**src/rtl/senzor_apb_hub.sv**
```systemverilog
// -----------------------------------------------------------------------------
// senzor_apb_hub
// APB register and sample-buffer hub for the colour-sensor subsystem.
//   - CONFIG / SEED / THRESH control registers. CONFIG and SEED are frozen
//     while the I2C engine reports busy.
//   - Per-channel "last sample" registers and a sample FIFO with overflow flag.
//   - Threshold interrupt on the FIFO level.
// APB slave with one wait state. The first access cycle decodes the access
// and registers prdata/pslverr. The second cycle raises pready and commits
// the write or FIFO pop.
//
// Ports
//   clk, rst_n                    system clock, async active-low reset
//   psel/penable/pwrite/paddr/pwdata   APB request
//   pready/prdata/pslverr         APB response (prdata, pslverr registered)
//   smp_valid/smp_ch/smp_data     sample strobe from I2C control
//   busy, nack                    I2C status inputs
//   cfg_*                         CONFIG fields
//   seed_wr, seed_data            SEED commit pulse and value
//   irq                           FIFO threshold interrupt (level)
// -----------------------------------------------------------------------------
module senzor_apb_hub #(
    parameter int ADDR_WIDTH = 8,
    parameter int DATA_WIDTH = 32,
    parameter int NUM_CH     = 5,
    parameter int CH_WIDTH   = 16,
    parameter int FIFO_DEPTH = 8
) (
    input  logic                  clk,
    input  logic                  rst_n,
    input  logic                  psel,
    input  logic                  penable,
    input  logic                  pwrite,
    input  logic [ADDR_WIDTH-1:0] paddr,
    input  logic [DATA_WIDTH-1:0] pwdata,
    output logic                  pready,
    output logic [DATA_WIDTH-1:0] prdata,
    output logic                  pslverr,
    input  logic                  smp_valid,
    input  logic [2:0]            smp_ch,
    input  logic [CH_WIDTH-1:0]   smp_data,
    input  logic                  busy,
    input  logic                  nack,
    output logic                  cfg_sd,
    output logic                  cfg_endian,
    output logic [1:0]            cfg_speed,
    output logic [6:0]            cfg_i2c_addr,
    output logic [NUM_CH-1:0]     cfg_ch_en,
    output logic                  seed_wr,
    output logic [15:0]           seed_data,
    output logic                  irq
);

    localparam int PTR_W  = (FIFO_DEPTH > 1) ? $clog2(FIFO_DEPTH) : 1;
    localparam int LVL_W  = PTR_W + 1;
    localparam int WORD_W = CH_WIDTH + 3;
    localparam int NBYTES = CH_WIDTH / 8;

    localparam logic [ADDR_WIDTH-1:0] A_CONFIG = ADDR_WIDTH'('h00);
    localparam logic [ADDR_WIDTH-1:0] A_SEED   = ADDR_WIDTH'('h04);
    localparam logic [ADDR_WIDTH-1:0] A_STATUS = ADDR_WIDTH'('h08);
    localparam logic [ADDR_WIDTH-1:0] A_FIFO   = ADDR_WIDTH'('h0C);
    localparam logic [ADDR_WIDTH-1:0] A_THRESH = ADDR_WIDTH'('h10);

    // APB handshake state
    logic                  r_phase;      // 1 during the second access cycle
    logic                  r_pslverr;
    logic [DATA_WIDTH-1:0] r_prdata;

    // Control registers
    logic                  r_sd, r_endian, r_irq_en;
    logic [1:0]            r_speed;
    logic [6:0]            r_i2c_addr;
    logic [NUM_CH-1:0]     r_ch_en;
    logic [15:0]           r_seed;
    logic                  r_seed_wr;
    logic [5:0]            r_thresh;
    logic                  r_ovf, r_irq;

    // Sample storage
    logic [CH_WIDTH-1:0]   r_ch  [NUM_CH];
    logic [WORD_W-1:0]     r_mem [FIFO_DEPTH];
    logic [PTR_W-1:0]      r_wr_ptr, r_rd_ptr;
    logic [LVL_W-1:0]      r_level;

    logic                  w_access, w_commit, w_wr;
    logic                  w_empty, w_full;
    logic                  w_hit_cfg, w_hit_seed, w_hit_stat, w_hit_fifo, w_hit_thr, w_hit_ch;
    logic                  w_err;
    logic [CH_WIDTH-1:0]   w_ch_rdata;
    logic [DATA_WIDTH-1:0] w_rdata;
    logic                  w_cfg_wr, w_seed_wr, w_stat_wr, w_thr_wr, w_pop;
    logic [7:0]            w_ch_en8;
    logic                  w_accept, w_push, w_ovf_set;
    logic [CH_WIDTH-1:0]   w_sample;
    logic [LVL_W-1:0]      w_level_nxt;
    logic [5:0]            w_thresh_nxt;
    logic                  w_irq_en_nxt, w_irq_nxt;
    logic                  w_unused;

    assign w_access = psel & penable;
    // The error captured in the first cycle gates the commit in the second.
    assign w_commit = w_access & r_phase & ~r_pslverr;
    assign w_wr     = w_commit & pwrite;
    assign w_empty  = (r_level == '0);
    assign w_full   = (r_level == LVL_W'(FIFO_DEPTH));

    // Address decode, error classification and read mux.
    always_comb begin
        // NOTE: every always_comb output gets a default first so no path can infer a latch.
        w_hit_cfg  = (paddr == A_CONFIG);
        w_hit_seed = (paddr == A_SEED);
        w_hit_stat = (paddr == A_STATUS);
        w_hit_fifo = (paddr == A_FIFO);
        w_hit_thr  = (paddr == A_THRESH);
        w_hit_ch   = 1'b0;
        w_ch_rdata = '0;
        for (int i = 0; i < NUM_CH; i++) begin
            if (paddr == ADDR_WIDTH'(32 + 4 * i)) begin
                w_hit_ch = 1'b1;
                if (r_ch_en[i]) w_ch_rdata = r_ch[i];
            end
        end

        w_err = (paddr[1:0] != 2'b00)
              | ~(w_hit_cfg | w_hit_seed | w_hit_stat | w_hit_fifo | w_hit_thr | w_hit_ch)
              | (pwrite & (w_hit_fifo | w_hit_ch))
              | (pwrite & busy & (w_hit_cfg | w_hit_seed))
              | (~pwrite & w_hit_fifo & w_empty);

        w_rdata = '0;
        if (w_hit_cfg) begin
            w_rdata[0]             = r_sd;
            w_rdata[1]             = r_endian;
            w_rdata[2]             = r_irq_en;
            w_rdata[4:3]           = r_speed;
            w_rdata[11:5]          = r_i2c_addr;
            w_rdata[16 +: NUM_CH]  = r_ch_en;
        end
        if (w_hit_seed) w_rdata[15:0] = r_seed;
        if (w_hit_stat) begin
            // A full 64-deep FIFO wraps the 6-bit level field; the full flag disambiguates.
            w_rdata[5:0] = 6'(r_level);
            w_rdata[8]   = w_empty;
            w_rdata[9]   = w_full;
            w_rdata[10]  = r_ovf;
            w_rdata[11]  = busy;
            w_rdata[12]  = nack;
        end
        if (w_hit_fifo && !w_empty) w_rdata[WORD_W-1:0] = r_mem[r_rd_ptr];
        if (w_hit_thr)  w_rdata[5:0] = r_thresh;
        if (w_hit_ch)   w_rdata[CH_WIDTH-1:0] = w_ch_rdata;
        if (w_err)      w_rdata = '0;
    end

    assign w_cfg_wr  = w_wr & w_hit_cfg;
    assign w_seed_wr = w_wr & w_hit_seed;
    assign w_stat_wr = w_wr & w_hit_stat;
    assign w_thr_wr  = w_wr & w_hit_thr;
    // The head word was already captured into prdata, so the pop only advances the pointer.
    assign w_pop     = w_commit & ~pwrite & w_hit_fifo;

    // Sample acceptance. The enable vector is widened to 8 bits so any 3-bit index is in range.
    assign w_ch_en8  = 8'(r_ch_en);
    assign w_accept  = smp_valid & ~r_sd & ({1'b0, smp_ch} < 4'(NUM_CH)) & w_ch_en8[smp_ch];
    assign w_push    = w_accept & (~w_full | w_pop);
    assign w_ovf_set = w_accept & w_full & ~w_pop;

    always_comb begin
        w_sample = smp_data;
        if (r_endian) begin
            for (int b = 0; b < NBYTES; b++)
                w_sample[8*b +: 8] = smp_data[CH_WIDTH-8-8*b +: 8];
        end
    end

    // irq is registered from next-state values so it tracks the level with no extra lag.
    assign w_level_nxt  = r_level + LVL_W'(w_push) - LVL_W'(w_pop);
    assign w_thresh_nxt = w_thr_wr ? pwdata[5:0] : r_thresh;
    assign w_irq_en_nxt = w_cfg_wr ? pwdata[2] : r_irq_en;
    assign w_irq_nxt    = w_irq_en_nxt & (7'(w_level_nxt) >= 7'(w_thresh_nxt))
                        & (w_thresh_nxt != 6'd0);

    always_ff @(posedge clk or negedge rst_n) begin
        if (!rst_n) begin
            r_phase    <= 1'b0;
            r_pslverr  <= 1'b0;
            r_prdata   <= '0;
            r_sd       <= 1'b1;
            r_endian   <= 1'b0;
            r_irq_en   <= 1'b0;
            r_speed    <= '0;
            r_i2c_addr <= '0;
            r_ch_en    <= '0;
            r_seed     <= '0;
            r_seed_wr  <= 1'b0;
            r_thresh   <= 6'd1;
            r_ovf      <= 1'b0;
            r_irq      <= 1'b0;
            r_wr_ptr   <= '0;
            r_rd_ptr   <= '0;
            r_level    <= '0;
            for (int i = 0; i < NUM_CH; i++) r_ch[i] <= '0;
        end else begin
            // NOTE: state is updated with non-blocking assignments so all registers see pre-edge values.
            if (w_access && !r_phase) begin
                r_phase   <= 1'b1;
                r_pslverr <= w_err;
                if (!pwrite) r_prdata <= w_rdata;
            end else begin
                r_phase   <= 1'b0;
            end

            if (w_cfg_wr) begin
                r_sd       <= pwdata[0];
                r_endian   <= pwdata[1];
                r_irq_en   <= pwdata[2];
                r_speed    <= pwdata[4:3];
                r_i2c_addr <= pwdata[11:5];
                r_ch_en    <= pwdata[16 +: NUM_CH];
            end
            if (w_seed_wr) r_seed   <= pwdata[15:0];
            r_seed_wr <= w_seed_wr;
            r_thresh  <= w_thresh_nxt;

            // A new overflow in the same cycle as a W1C wins, so no event is lost.
            if (w_ovf_set)                    r_ovf <= 1'b1;
            else if (w_stat_wr && pwdata[10]) r_ovf <= 1'b0;

            for (int i = 0; i < NUM_CH; i++)
                if (w_accept && smp_ch == 3'(i)) r_ch[i] <= w_sample;

            if (w_push) r_wr_ptr <= r_wr_ptr + PTR_W'(1);
            if (w_pop)  r_rd_ptr <= r_rd_ptr + PTR_W'(1);
            r_level <= w_level_nxt;
            r_irq   <= w_irq_nxt;
        end
    end

    // NOTE: FIFO storage has no reset; the level counter alone defines which words are valid.
    always_ff @(posedge clk) begin
        if (w_push) r_mem[r_wr_ptr] <= {smp_ch, w_sample};
    end

    assign pready       = w_access & r_phase;
    assign prdata       = r_prdata;
    assign pslverr      = r_pslverr;
    assign cfg_sd       = r_sd;
    assign cfg_endian   = r_endian;
    assign cfg_speed    = r_speed;
    assign cfg_i2c_addr = r_i2c_addr;
    assign cfg_ch_en    = r_ch_en;
    assign seed_wr      = r_seed_wr;
    assign seed_data    = r_seed;
    assign irq          = r_irq;

    // Write-data bits with no register behind them.
    assign w_unused = ^pwdata;

endmodule
```
**config.mk**
```make
export PLATFORM = sky130hd
export DESIGN_NAME = senzor_apb_hub
export DESIGN_NICKNAME = d
export VERILOG_FILES = /design/src/rtl/senzor_apb_hub.sv
export SDC_FILE = /design/constraint.sdc
export NUM_CORES = 1
export LEC_CHECK = 0
export ABC_AREA = 1
export CORE_MARGIN = 10
export CORE_UTILIZATION = 39
export DETAILED_ROUTE_END_ITERATION = 6
export GPL_ROUTABILITY_DRIVEN = 0
export PLACE_DENSITY = 0.55
export SYNTH_ARGS = -nofsm -noshare
export SYNTH_HDL_FRONTEND = slang
export SYNTH_SLANG_ARGS = --single-unit
```
**constraint.sdc**
```tcl
create_clock -name clk -period 3.98 [get_ports clk]
set_input_delay 0.796 -clock clk [delete_from_list [all_inputs] [get_ports clk]]
set_output_delay 0.796 -clock clk [all_outputs]
set_load 0.005 [all_outputs]
```
==> results.txt, run 1 <==
Outcome -> complete, no violations
DIE WIDTH -> 212.7 um
Die footprint -> 45220 um2
Sink Count -> 307
Layout cells sized above 1 -> 9.537%
Layout area overhead -> 20.80%
First DRT Iteration DRCs -> 951
Number of synthesized register bits -> 307
Drt pass-1 iters -> 5
Pleak -> 7.920 nW
Worst-path clk slew -> 0.06 ns
First-pass GRT wire length -> 69600 um
# port buffers -> 112
Most frequent cells in the layout -> nand2_1 (631), nand3_1 (159), dfrtp_1 (152), edfxtp_1 (152), nor2_1 (134)
# diodes -> 0
Most used cell, CP -> ha_1
Max IR drop VDD -> 0.2850 mV
Worst path buffer plus inverter count -> 5
Minimum clock period -> 3.714 ns
Drt wl/cell -> 19.63 um
Gr usage total -> 20.09%
Inst Count DP -> 2260
Cell Count, Final, Fillers Out -> 2324
Post-synthesis sequential area ratio -> 58.34%
Fin. max-slew vios -> 0
Worst Path Arrival -> 4.11 ns
Core area -> 36610 um2
Final setup viols -> 0
DRT antenna net count -> 0
Avg Vias per Cell -> 5.072
Hold Crit Class -> in -> async
CTS tree -> built
DPL Wire Length -> 31170 um
CTS Root Buffer Type -> clkbuf_16
Bufs on Longest Clock Path -> 3
Row cnt -> 70
Critical-path cell list -> clkdlybuf4s50_1, buf_4, inv_2, a31oi_1, nor3_1, nand2_1, a21oi_2, inv_1, ha_1, inv_1, ha_1, fa_1, ha_1, a21boi_0, o21ai_0, nand2_1, a21o_1, nand3_1, nor3_2
Post-CTS resize count -> 0
Post-Synthesis Cell Area -> 14480 um2
Warnings, synthesis -> 0
Required @ worst endpoint -> 4.38 ns
# IOs -> 135
Setup crit end kind -> flip-flop
Layout Skew -> 0.01012 ns
Grt ovf -> 0
CP top delay family -> adder cells
Max-Cap Viols -> 0
Final Hold Vio Count -> 0
Post-Syn Area per Cell -> 8.602 um2
Cell variety after synth -> 40
Crit start category -> input port
Fmax -> 0.2693 GHz
Commonest non-fill, non-tap cell in the layout -> nand2_1
Clk_lat worst skew -> 0.52 ns
Synth Instances -> 1683
Die Height -> 212.7 um
Critical-path top delay cell -> fa_1
Worst-Margin Slew -> 0.9719 ns
Slew headroom -> 35.13%
Fin nets -> 1910
Crit Path Max Fanout -> 4
Cts-stage hold buffer count -> 0
RSZ-0062 raised after global routing -> false
CTS H-tree lvls -> 2
Ys flop type -> dfrtp_1
Async SR Flop Fraction -> 50.49%
Setup Crit Path Kind -> in -> reg
Vias -> 11790
Finished Cell Area -> 17490 um2
Vias in the first global route -> 11470
DRC Markers -> 0
Final worst-path cycle share -> 93.31%
Final WL -> 45630 um
Largest net degree at the start of global routing -> 82
Starting Density -> 39.54%
Post-synth EDFFs -> 152
Cell area after placement -> 16410 um2
Initial antenna violation count -> 0
Setup Buffers After CTS -> 0
Pwr dens -> 446.0 nW/um2
CTS buffer count -> 36
Crit-path max cell delay -> 0.50 ns
cell families after synthesis:
group | share of synthesized area (%)
AO/OA/AOI/OAI | 5.523
XOR/XNOR | 0.2420
other | 0.02590
adder cells (fa/ha/maj) | 1.175
buffers and inverters | 6.482
flip-flops | 58.34
AND/OR/NAND/NOR | 27.90
multiplexers | 0.3111
worst reg2reg max path: cells and delay by family (launching register included):
kind | cells | cell delay [ns]
AOI/OAI and AO/OA | 5 | 0.69
adders and majority gates | 4 | 1.28
buffers and inverters | 2 | 0.14
DFF | 1 | 0.46
and+or+nand+nor | 5 | 0.57
layer usage:
layer  track usage [%]  routed length [um]  up-vias
li1                  -                   -     5699
met1             27.22               20130     5744
met2             33.33               22370      286
met3             2.434                2150       59
met4             5.367                 972        0
met5                 0                   0        -
per-stage QoR:
step	TNS (ns)	setup WS (ns)	utilization, %	total power, mW	hold WS [ns]
final	0	0.2661	47.77	7.799	0.3337
after global routing	0	0.06270	47.77	8.141	0.3793
after CTS	0	0.3025	47.77	7.853	0.3760
after detailed placement	-0.2305	-0.2305	44.82	4.811	0.4585
after global placement	-0.1548	-0.1548	44.82	4.777	0.4533
after floorplan	0	0.2381	-	4.411	0.4422
flip-flops by register name, indices dropped and copies added, names as in the netlist:
register	flops
r_thresh	6
r_rd_ptr	3
r_ch	80
r_ovf	1
irq	1
prdata	21
pslverr	1
cfg_ch_en	5
r_irq_en	1
r_phase	1
cfg_speed	2
cfg_i2c_addr	7
r_mem	152
r_wr_ptr	3
r_level	4
cfg_endian	1
seed_data	16
cfg_sd	1
seed_wr	1
path summary, 6_finish.rpt:
path | endpoint | cells after the start | startpoint | slack [ns]
max in group asynchronous | cfg_sd | 2 | rst_n | 2.68
min in group clk | r_ch[67] | 2 | r_ch[67] | 0.47
max | irq | 19 | smp_ch[1] | 0.27
max reg2reg | irq | 16 | cfg_ch_en[4] | 0.71
min | seed_data[14] | 1 | rst_n | 0.33
min reg2reg | r_ch[67] | 2 | r_ch[67] | 0.47
layout make-up:
| cell class | count | area (um2) |
|---|---|---|
| Inverter | 137 | 515.5 |
| Sequential cell | 307 | 8447 |
| Timing Repair Buffer | 183 | 1705 |
| Tap cell | 468 | 585.6 |
| Multi-Input combinational cell | 1165 | 5155 |
| Clock buffer | 53 | 1015 |
| Clock inverter | 11 | 65.06 |
| Fill cell | 3581 | 19120 |
Yosys cell counts, types with 8 or more instances:
cell type	n	area, um2
nand2_1	631	2369
nand3_1	159	795.8
dfrtp_1	153	3829
edfxtp_1	152	4564
nor2_1	140	525.5
inv_1	124	465.5
o21ai_0	106	530.5
clkbuf_1	40	150.1
a21oi_1	34	170.2
buf_2	26	130.1
buf_4	14	105.1
ha_1	12	150.1
inv_2	12	45.04
nor3_1	12	60.06
nand4_1	8	50.05
where the power goes:
group | total [mW] | switching [mW] | internal (mW)
sequential | 3.81 | 0.115 | 3.70
clock | 3.05 | 1.28 | 1.77
combinational | 0.934 | 0.609 | 0.326
Power figures use the tool's default switching activity.
==> run 2: changes to the inputs <==
Settings changed: CELL_PAD_IN_SITES_DETAIL_PLACEMENT from default to 1, CELL_PAD_IN_SITES_GLOBAL_PLACEMENT from default to 1, PLACE_DENSITY 0.55 to 0.69.
==> results.txt, run 2 (synthesized netlist as in run 1, its figures left out) <==
Commonest non-fill, non-tap cell in the layout -> nand2_1
Final setup viols -> 0
DPL Wire Length -> 35260 um
Avg Vias per Cell -> 5.215
Fin nets -> 1915
Post-CTS resize count -> 0
# IOs -> 135
DP Worst Slack -> -0.3744 ns
Cell area after placement -> 16430 um2
Vias in the first global route -> 12680
Required @ worst endpoint -> 4.44 ns
Reg area -> 8447 um2
Grt met2 use -> 38.75%
Worst-path clk slew -> 0.06 ns
Hold Crit Class -> in -> async
Vias -> 12150
Setup crit end kind -> flip-flop
CTS buffer count -> 37
Drt pass-1 iters -> 5
Top reg by flops -> r_mem
Max reg flops -> 152
Layout cells sized above 1 -> 10.31%
CTS Root Buffer Type -> clkbuf_16
Cts-stage hold buffer count -> 0
Smallest hold slack -> 0.2802 ns
# port buffers -> 112
Clk_lat worst skew -> 0.55 ns
Fmax -> 0.2685 GHz
Pwr dens -> 464.2 nW/um2
Bufs on Longest Clock Path -> 3
CTS H-tree lvls -> 2
Inst Count DP -> 2264
GRT met3 Usage -> 2.947%
Row cnt -> 70
DRC Markers -> 0
Initial antenna violation count -> 0
Sink Count -> 307
Worst-Margin Slew -> 0.8752 ns
Slew headroom -> 41.65%
Worst Path Arrival -> 4.18 ns
Max IR drop VDD -> 0.3363 mV
Outcome -> complete, no violations
Gr usage total -> 22.31%
Final Hold Vio Count -> 0
Max-Cap Viols -> 0
Drt wl/cell -> 21.66 um
Setup Crit Path Kind -> in -> reg
Crit Path Max Fanout -> 4
Die Height -> 212.7 um
Minimum clock period -> 3.725 ns
Layout Skew -> 0.01437 ns
Starting Density -> 39.54%
Cell Count, Final, Fillers Out -> 2330
Core area -> 36610 um2
DRT antenna net count -> 0
Final core occ -> 48.23%
Largest net degree at the start of global routing -> 79
First-pass GRT wire length -> 76410 um
Crit start category -> input port
Fin. max-slew vios -> 0
Multi-input logic area -> 5160 um2
Met1 Usage GRT -> 28.54%
Final setup margin -> 0.2554 ns
Layout area overhead -> 21.96%
Filler instances -> 4304
Final worst-path cycle share -> 93.58%
First DRT Iteration DRCs -> 801
Grt ovf -> 0
Pleak -> 8.022 nW
Setup Buffers After CTS -> 0
DIE WIDTH -> 212.7 um
Finished Cell Area -> 17660 um2
Most frequent cells in the layout -> nand2_1 (631), nand3_1 (159), dfrtp_1 (152), edfxtp_1 (152), nor2_1 (134)
RSZ-0062 raised after global routing -> false
Final WL -> 50480 um
# diodes -> 0
GRT Max-Usage Layer -> met2
CTS tree -> built
Die footprint -> 45220 um2
==> run 2: cell count changes in the layout (fill, tap and decap cells not counted), moves of 2 or more <==
cell,delta
buf_4,+5
clkbuf_1,-6
clkbuf_16,+3
clkbuf_8,+3
clkinv_1,-2
clkinv_2,+3
==> run 2: through the flow <==
stage          setup TNS, ns  power [mW]
2_1_floorplan              0       4.411
3_3_place_gp         -0.2122       4.784
3_5_place_dp         -0.3744       4.865
4_1_cts                    0       8.266
5_1_grt                    0       8.546
6_report                   0       8.196
==> run 2: path summary, 6_finish.rpt <==
| check | startpoint | endpoint | slack (ns) | cells after the start |
|---|---|---|---|---|
| hold / removal | rst_n | prdata[18] | 0.28 | 1 |
| min in group clk | r_ch[66] | r_ch[66] | 0.47 | 2 |
| max in group asynchronous | rst_n | r_thresh[5] | 2.86 | 2 |
| setup reg to reg | cfg_ch_en[4] | irq | 0.71 | 16 |
| hold reg to reg | r_ch[66] | r_ch[66] | 0.47 | 2 |
| setup / recovery | smp_ch[0] | irq | 0.26 | 20 |
==> run 2: power by group <==
group          leakage [nW]  internal, mW  switching [mW]
Clock                 0.610          2.01            1.38
Sequential             3.28          3.70           0.120
Combinational          4.13         0.336           0.648
Total                  8.02          6.05            2.15
==> run 2: cell type report <==
class	instances	share of cell area, %
sequential	307	47.84
inverter	137	2.920
clock inverter	13	0.6449
tap	468	3.317
multi-input combinational	1165	29.23
timing repair buffer	187	9.772
clock buffer	53	6.279
==> run 2: layer usage <==
metal | wire length (um) | vias up
li1 | - | 5715
met3 | 1864 | 62
met5 | 0 | -
met4 | 1139 | 0
met1 | 21890 | 6163
met2 | 25580 | 211
==> run 2: critical path, cell delays in order <==
cell and delay (ns):
clkdlybuf4s50_1 0.46, buf_4 0.17, inv_2 0.07, nand2_1 0.09, o22ai_1 0.08, o21ai_1 0.14
nand2_1 0.10, a21oi_2 0.14, inv_1 0.09, ha_1 0.28, inv_1 0.04, ha_1 0.20
fa_1 0.51, ha_1 0.30, a21boi_0 0.19, o21ai_0 0.11, nand2_1 0.07, a21o_1 0.10
nand3_1 0.07, nor3_2 0.17
